### config.mk
export PLATFORM = sky130hd
export DESIGN_NAME = edge_debounce
export DESIGN_NICKNAME = d
export VERILOG_FILES = /design/src/rtl/edge_debounce_pkg.sv /design/src/rtl/edge_debounce_sync_ff.sv /design/src/rtl/edge_debounce.sv
export SDC_FILE = /design/constraint.sdc
export NUM_CORES = 1
export LEC_CHECK = 0
export ABC_AREA = 0
export BUFFER_PORTS_ARGS = -buffer_cell sky130_fd_sc_hd__clkbuf_2
export CORE_AREA = 3 3 40 42
export CTS_CLUSTER_SIZE = 8
export DETAILED_ROUTE_END_ITERATION = 16
export DIE_AREA = 0 0 43 45
export PLACE_DENSITY_LB_ADDON = 0.05
export SYNTH_ARGS = -nofsm -noshare
export SYNTH_HDL_FRONTEND = slang
export SYNTH_HIERARCHICAL = 1
export SYNTH_SLANG_ARGS = --single-unit
### constraint.sdc
create_clock -name clock -period 1.8 [get_ports clock]
set_input_delay 0.09 -clock clock [delete_from_list [all_inputs] [get_ports clock]]
set_output_delay 0.09 -clock clock [all_outputs]
set_load 0.05 [all_outputs]
### src/rtl/edge_debounce_pkg.sv
// Shared debounce constants: default synchronizer/debounce depths and the
// 2-bit debounce state encoding used by edge_debounce.
package spi_router_pkg;

  localparam int unsigned SYNC_STAGES_DEF     = 2;
  localparam int unsigned DEBOUNCE_CYCLES_DEF = 4;

  typedef logic [1:0] db_state_t;

  localparam db_state_t IDLE_LOW  = 2'd0;
  localparam db_state_t WAIT_HIGH = 2'd1;
  localparam db_state_t IDLE_HIGH = 2'd2;
  localparam db_state_t WAIT_LOW  = 2'd3;

  // Debounced level implied by a state: high once a rising edge is accepted.
  function automatic logic level_of(input db_state_t s);
    return (s == IDLE_HIGH) || (s == WAIT_LOW);
  endfunction

endpackage

### src/rtl/edge_debounce_sync_ff.sv
// sync_ff: N-stage flop chain bringing an asynchronous line into the clock
// domain; all stages reset asynchronously to 0.
module sync_ff #(
  parameter int unsigned STAGES = 2
) (
  input  logic clock,
  input  logic reset,
  input  logic d,
  output logic q
);

  logic [STAGES-1:0] chain;

  always_ff @(posedge clock or posedge reset) begin
    if (reset) begin
      chain <= '0;
    end else begin
      chain <= {chain[STAGES-2:0], d};
    end
  end

  assign q = chain[STAGES-1];

endmodule

### src/rtl/edge_debounce.sv
// edge_debounce: synchronizes and debounces raw_in, emitting one-cycle pos/neg
// pulses on accepted edges plus the registered debounced level.
// Optional glitch_cnt port: define EDGE_DEBOUNCE_GLITCH_CNT_EN.
module edge_debounce
  import spi_router_pkg::*;
#(
  parameter int unsigned SYNC_STAGES     = SYNC_STAGES_DEF,
  parameter int unsigned DEBOUNCE_CYCLES = DEBOUNCE_CYCLES_DEF
) (
  input  logic       clock,
  input  logic       reset,
  input  logic       raw_in,
  output logic       pos,
  output logic       neg,
`ifdef EDGE_DEBOUNCE_GLITCH_CNT_EN
  output logic       stable,
  output logic [7:0] glitch_cnt
`else
  output logic       stable
`endif
);

  localparam int unsigned      CNT_W    = $clog2(DEBOUNCE_CYCLES + 1);
  localparam logic [CNT_W-1:0] CNT_LAST = CNT_W'(DEBOUNCE_CYCLES - 1);

  logic             sync_q;
  db_state_t        state_q, state_d;
  logic [CNT_W-1:0] cnt_q, cnt_d;
  logic             pos_d, neg_d;

  sync_ff #(
    .STAGES (SYNC_STAGES)
  ) u_sync (
    .clock (clock),
    .reset (reset),
    .d     (raw_in),
    .q     (sync_q)
  );

  always_comb begin
    state_d = state_q;
    cnt_d   = cnt_q;
    pos_d   = 1'b0;
    neg_d   = 1'b0;
    case (state_q)
      IDLE_LOW: begin
        if (sync_q) begin
          state_d = WAIT_HIGH;
          cnt_d   = '0;
        end
      end
      WAIT_HIGH: begin
        if (!sync_q) begin
          state_d = IDLE_LOW;
          cnt_d   = '0;
        end else if (cnt_q == CNT_LAST) begin
          state_d = IDLE_HIGH;
          cnt_d   = '0;
          pos_d   = 1'b1;
        end else begin
          cnt_d = cnt_q + 1'b1;
        end
      end
      IDLE_HIGH: begin
        if (!sync_q) begin
          state_d = WAIT_LOW;
          cnt_d   = '0;
        end
      end
      WAIT_LOW: begin
        if (sync_q) begin
          state_d = IDLE_HIGH;
          cnt_d   = '0;
        end else if (cnt_q == CNT_LAST) begin
          state_d = IDLE_LOW;
          cnt_d   = '0;
          neg_d   = 1'b1;
        end else begin
          cnt_d = cnt_q + 1'b1;
        end
      end
      default: begin
        state_d = IDLE_LOW;
        cnt_d   = '0;
      end
    endcase
  end

  // stable is registered from the next state so it rises with the pos pulse.
  always_ff @(posedge clock or posedge reset) begin
    if (reset) begin
      state_q <= IDLE_LOW;
      cnt_q   <= '0;
      pos     <= 1'b0;
      neg     <= 1'b0;
      stable  <= 1'b0;
    end else begin
      state_q <= state_d;
      cnt_q   <= cnt_d;
      pos     <= pos_d;
      neg     <= neg_d;
      stable  <= level_of(state_d);
    end
  end

`ifdef EDGE_DEBOUNCE_GLITCH_CNT_EN
  logic       abort;
  logic [7:0] glitch_q;

  assign abort = ((state_q == WAIT_HIGH) && !sync_q) ||
                 ((state_q == WAIT_LOW)  &&  sync_q);

  always_ff @(posedge clock or posedge reset) begin
    if (reset) begin
      glitch_q <= '0;
    end else if (abort && (glitch_q != 8'hFF)) begin
      glitch_q <= glitch_q + 8'd1;
    end
  end

  assign glitch_cnt = glitch_q;
`endif

endmodule

# --- Word level (Yosys, flattened, before mapping) ---
# Cells that the tools add are included.
op_classes:
  add_sub_neg: 1
  eq_ne: 8
  mux: 18
  reduce_logical: 3
op_table:
  columns: ["op", "n"]
  rows:
  - ["3-bit 2-to-1 mux", 5]
  - ["2-bit 2-to-1 mux", 6]
  - ["3-bit one-hot mux with 4 select lines", 1]
  - ["2-bit == test (second input constant)", 4]
  - ["2-bit one-hot mux with 4 select lines", 1]
  - ["1-bit 2-to-1 mux", 5]
  - ["3-bit by 1-bit adder with 3-bit output (second input constant)", 1]
  - ["3-bit by 2-bit == test with 1-bit output (second input constant)", 1]
  - ["2-bit by 1-bit == test with 1-bit output (second input constant)", 1]
  - ["2-bit zero test", 1]
  - ["2-bit by 1-bit inequality test with 1-bit output (second input constant)", 1]
  - ["2-bit inequality test (second input constant)", 1]
  - ["2-bit AND reduction", 1]
  - ["1-bit logical OR", 1]
word_totals:
  ff_bits: 10
  input_bits: 3

# --- Logic depth before layout (Yosys ltp) ---
logic_depth:
  ltp_word: 6
  ltp_mapped: 3
  depth_no_buf: 3

# --- Hierarchy ---
# The synthesis kept the hierarchy.
by_module_without_submodules:
  columns: ["mod", "instances", "cells_per_inst", "area_each_um2", "seq_area_each_um2"]
  rows:
  - ["edge_debounce", 1, 24, 322.8, 175.2]
  - ["sync_ff", 1, 3, 53.8, 50.0]

# --- Least setup slack after synthesis ---
# Ideal clock, no wire load.
synth_timing:
  path_type: "register to register"
  start: "register, netlist name stable"
  end: "register cnt_q[0]"
  arrival_time_ns: 1.106
  t_required_ns: 1.721
  slack_ns: 0.614
  stages_incl_launch_ff: 3
  path_buffers: 0
  synth_period_minus_slack_ns: 1.186
  cell_sequence: "dfrtp_1 -> xnor2_2 -> mux2i_1"
synth_lines:
  columns: ["item", "line", "rtl"]
  rows:
  - ["end signal: assignment", "edge_debounce.sv:99", "cnt_q <= cnt_d;"]
  - ["end: declaration", "edge_debounce.sv:28", "logic [CNT_W-1:0] cnt_q, cnt_d;"]

# --- Worst setup path in the final report ---
layout_timing:
  start: "register cnt_q[0]"
  end: "register stable"
layout_between:
  elab_chain_cells: 6
layout_lines:
  columns: ["item", "line", "rtl"]
  rows:
  - ["3-bit by 2-bit == test with 1-bit output *", "edge_debounce.sv:56, edge_debounce.sv:74", null]
  - ["2-bit 2-to-1 mux, on equally long branches", "edge_debounce.sv:74, edge_debounce.sv:56", null]
  - ["2-bit 2-to-1 mux, on equally long branches", "edge_debounce.sv:71, edge_debounce.sv:53", null]
  - ["2-bit one-hot mux with 4 select lines *", "edge_debounce.sv:45", "case (state_q)"]
  - ["net state_d[1]", "edge_debounce.sv:27", "db_state_t state_q, state_d;"]
  - ["2-bit == test", "edge_debounce_pkg.sv:17", "return (s == IDLE_HIGH) || (s == WAIT_LOW);"]
  - ["1-bit logical OR *", "edge_debounce_pkg.sv:17", null]
  - ["end signal: assignment", "edge_debounce.sv:102", "stable <= level_of(state_d);"]
  - ["end: declaration", "edge_debounce.sv:19", "output logic stable"]
# The timed path passes the listed nets; every way through them passes the cells marked *.
# A chain may end at the register's enable or synchronous reset.

==> flow_summary.json <==
{
  "p_int_mw": 0.4034,
  "ir_drop_mv": 0.3481,
  "status": "finished clean",
  "r2r-end": "stable",
  "yosysWarnings": 6,
  "vias": 222,
  "hold_violations": 0,
  "required_ns": 1.94,
  "ys_ff_latch": 9,
  "antenna_found_initial": 0,
  "path_clk_slew_ns": 0.06,
  "finClkSkew_ns": 0.0009644,
  "crit_path_start_kind": "flip-flop",
  "clkSinkCount": 9,
  "tns_ns": 0,
  "post_cts_buffers": 0,
  "coreArea_sq_um": 1285,
  "grt_pass1_wl_um": 1007,
  "wirelength_um": 603,
  "holdWs_ns": 0.2209,
  "power.density_nw_per_um2": 1272,
  "max_slew_margin_pct": 77.50,
  "dr_wl_met2_um": 343,
  "die_y_um": 45,
  "m1WireLength_um": 239,
  "first_pass_iters": 2,
  "p_sw_mw": 0.1905,
  "syn_avg_cell_area_sq_um": 13.95,
  "timing.fmax_mhz": 860.1,
  "num_rows": 13,
  "start_util_pct": 29.31,
  "gp_congestion": 0.6242,
  "cts_buffers": 3,
  "finalCriticalPeriod_ns": 1.163,
  "cts_root_buffer": "clkbuf_4",
  "syn-num-nets": 31,
  "nets": 43,
  "area_growth_pct": 23.92,
  "num_antenna_cells": 0,
  "finalSetupViolCount": 0,
  "hold_class": "primary input to async pin",
  "ios": 6,
  "drt_iter0_drc": 2,
  "avgRoutedWirePerCell_um": 11.38,
  "antenna_left": 0,
  "grt_max_degree": 8,
  "die_area_sq_um": 1935,
  "p_comb_share_pct": 27.0,
  "worstPathMaxFanout": 4,
  "cts_max_level": 1,
  "p_leak_nw": 0.2327,
  "finish.utilization_pct": 36.32,
  "slew_viol_final": 0,
  "ys_types": 13,
  "worstMarginPinSlew_ns": 0.3359,
  "gr-usage-all-layers_pct": 7.899,
  "finalCritPeriodShare_pct": 64.59,
  "via_per_inst": 4.189,
  "dp_hpwl_um": 448.3,
  "rsz0062_at_grt": "false",
  "ys_seq_area_share_pct": 59.80,
  "r2r_slack_ns": 0.64,
  "syn_inst": 27,
  "drive_gt1_share_pct": 28.95,
  "critical_path_arrival_ns": 1.31,
  "overflow": 0,
  "wl_met3_um": 20,
  "first_global_vias": 253,
  "post_cts_resized": 0,
  "startpoint": "cnt_q[0]",
  "drv_cap": 0,
  "syn-cell-area_sq_um": 376.6,
  "top_layer": "met3",
  "pwr-share-seq_pct": 47.1,
  "power.share.clock_pct": 25.9,
  "r2r_cells": 3,
  "die_x_um": 43,
  "drc": 0,
  "cts_tree": "yes",
  "end_kind": "flip-flop",
  "port_buffers": 5,
  "power.share.switching_pct": 32.08,
  "ctsLongestPathBuffers": 2,
  "clkLatencyLatePin_ns": 0.26,
  "r2r-start": "cnt_q[0]",
  "critPathKind": "flip-flop to flip-flop"
}
==> how the worst max path moves through the flow <==
stage	endpoint	slack, ns
detailed placement	stable	0.65
global route	stable	0.57
finish	stable	0.64
CTS	stable	0.63
floorplan	cnt_q[0]	0.61
global placement	stable	0.66
==> worst max-delay path: stages, from the launching register on <==
cell      delay (ns)
dfrtp_1         0.39
ha_1            0.22
nand3b_2        0.13
mux2_4          0.31
==> power groups by stage <==
stage          logic [mW]  clock network (mW)  registers (mW)
3_5_place_dp        0.160                   0           0.284
4_1_cts             0.165               0.165           0.280
3_3_place_gp        0.157                   0           0.282
6_report            0.160               0.154           0.279
5_1_grt             0.172               0.178           0.288
2_1_floorplan       0.100                   0           0.307
==> through the flow <==
stage	setup slack [ns]	std cells	area [sq um]	total power [mW]
2_1_floorplan	0.6144	27	376.6	0.4069
3_3_place_gp	0.6583	47	420.4	0.4390
3_5_place_dp	0.6454	47	420.4	0.4448
4_1_cts	0.6283	53	466.7	0.6100
5_1_grt	0.5674	53	466.7	0.6377
6_report	0.6373	53	466.7	0.5938
==> logic make-up after synthesis <==
logic type,after synthesis,share of synthesized area [%]
adder cells (fa/ha/maj),1,3.322
AND/OR/NAND/NOR,10,18.61
multiplexers,4,11.96
XOR/XNOR,1,4.320
buffers and inverters,2,1.994
flip-flops,9,59.80
==> layout make-up <==
cell class	instances	area, sq um
multi-input cells	16	143.9
flip-flops and latches	9	225.2
fillers	131	818.3
repair buffers	7	45.04
clock buffers	4	26.28
well taps	15	18.77
inverters	2	7.507
==> flip-flops by register name, summed over array words and instances (netlist names) <==
signal and cells:
state_q 1, u_sync/chain 2, cnt_q 3, stable 1
pos 1, neg 1
==> per-layer routing <==
metal / GRT usage, % / vias up
li1: - / 110
met1: 8.168 / 108
met2: 11.98 / 4
met3: 3.586 / 0
met4: 7.229 / 0
met5: 0 / -
==> synthesized netlist by cell type (all sizes together) <==
cell / instances / area share, %
dfrtp: 9 / 60
mux2i: 3 / 8.0
nand2b: 3 / 5.0
inv: 2 / 2.0
nand3b: 2 / 5.0
nor3b: 2 / 4.0
ha: 1 / 3.3
mux2: 1 / 4.0
nand2: 1 / 1.0
nor2b: 1 / 1.7
or2b: 1 / 2.0
xnor2: 1 / 4.3
==> what timing repair did <==
| action | CTS | global route |
|---|---|---|
| hold buffers | 2 | 0 |
| hold endpoints to repair | 10 | 0 |
| endpoints found under the setup margin | 0 | 0 |
==> cell usage in the layout (no fill, tap or decap) <==
cell           synthesis  final
mux2i_1                3      3
or2b_1                 1      1
mux2_4                 1      1
clkbuf_2               0      5
nand3b_2               1      1
dfrtp_1                9      9
nor2b_1                1      1
nor3b_1                2      2
nand2b_1               3      3
clkbuf_4               0      3
nand3b_1               1      1
inv_1                  2      2
nand2_1                1      1
clkbuf_1               0      1
xnor2_2                1      1
dlygate4sd3_1          0      2
ha_1                   1      1
(Power assumes the default switching activity.)
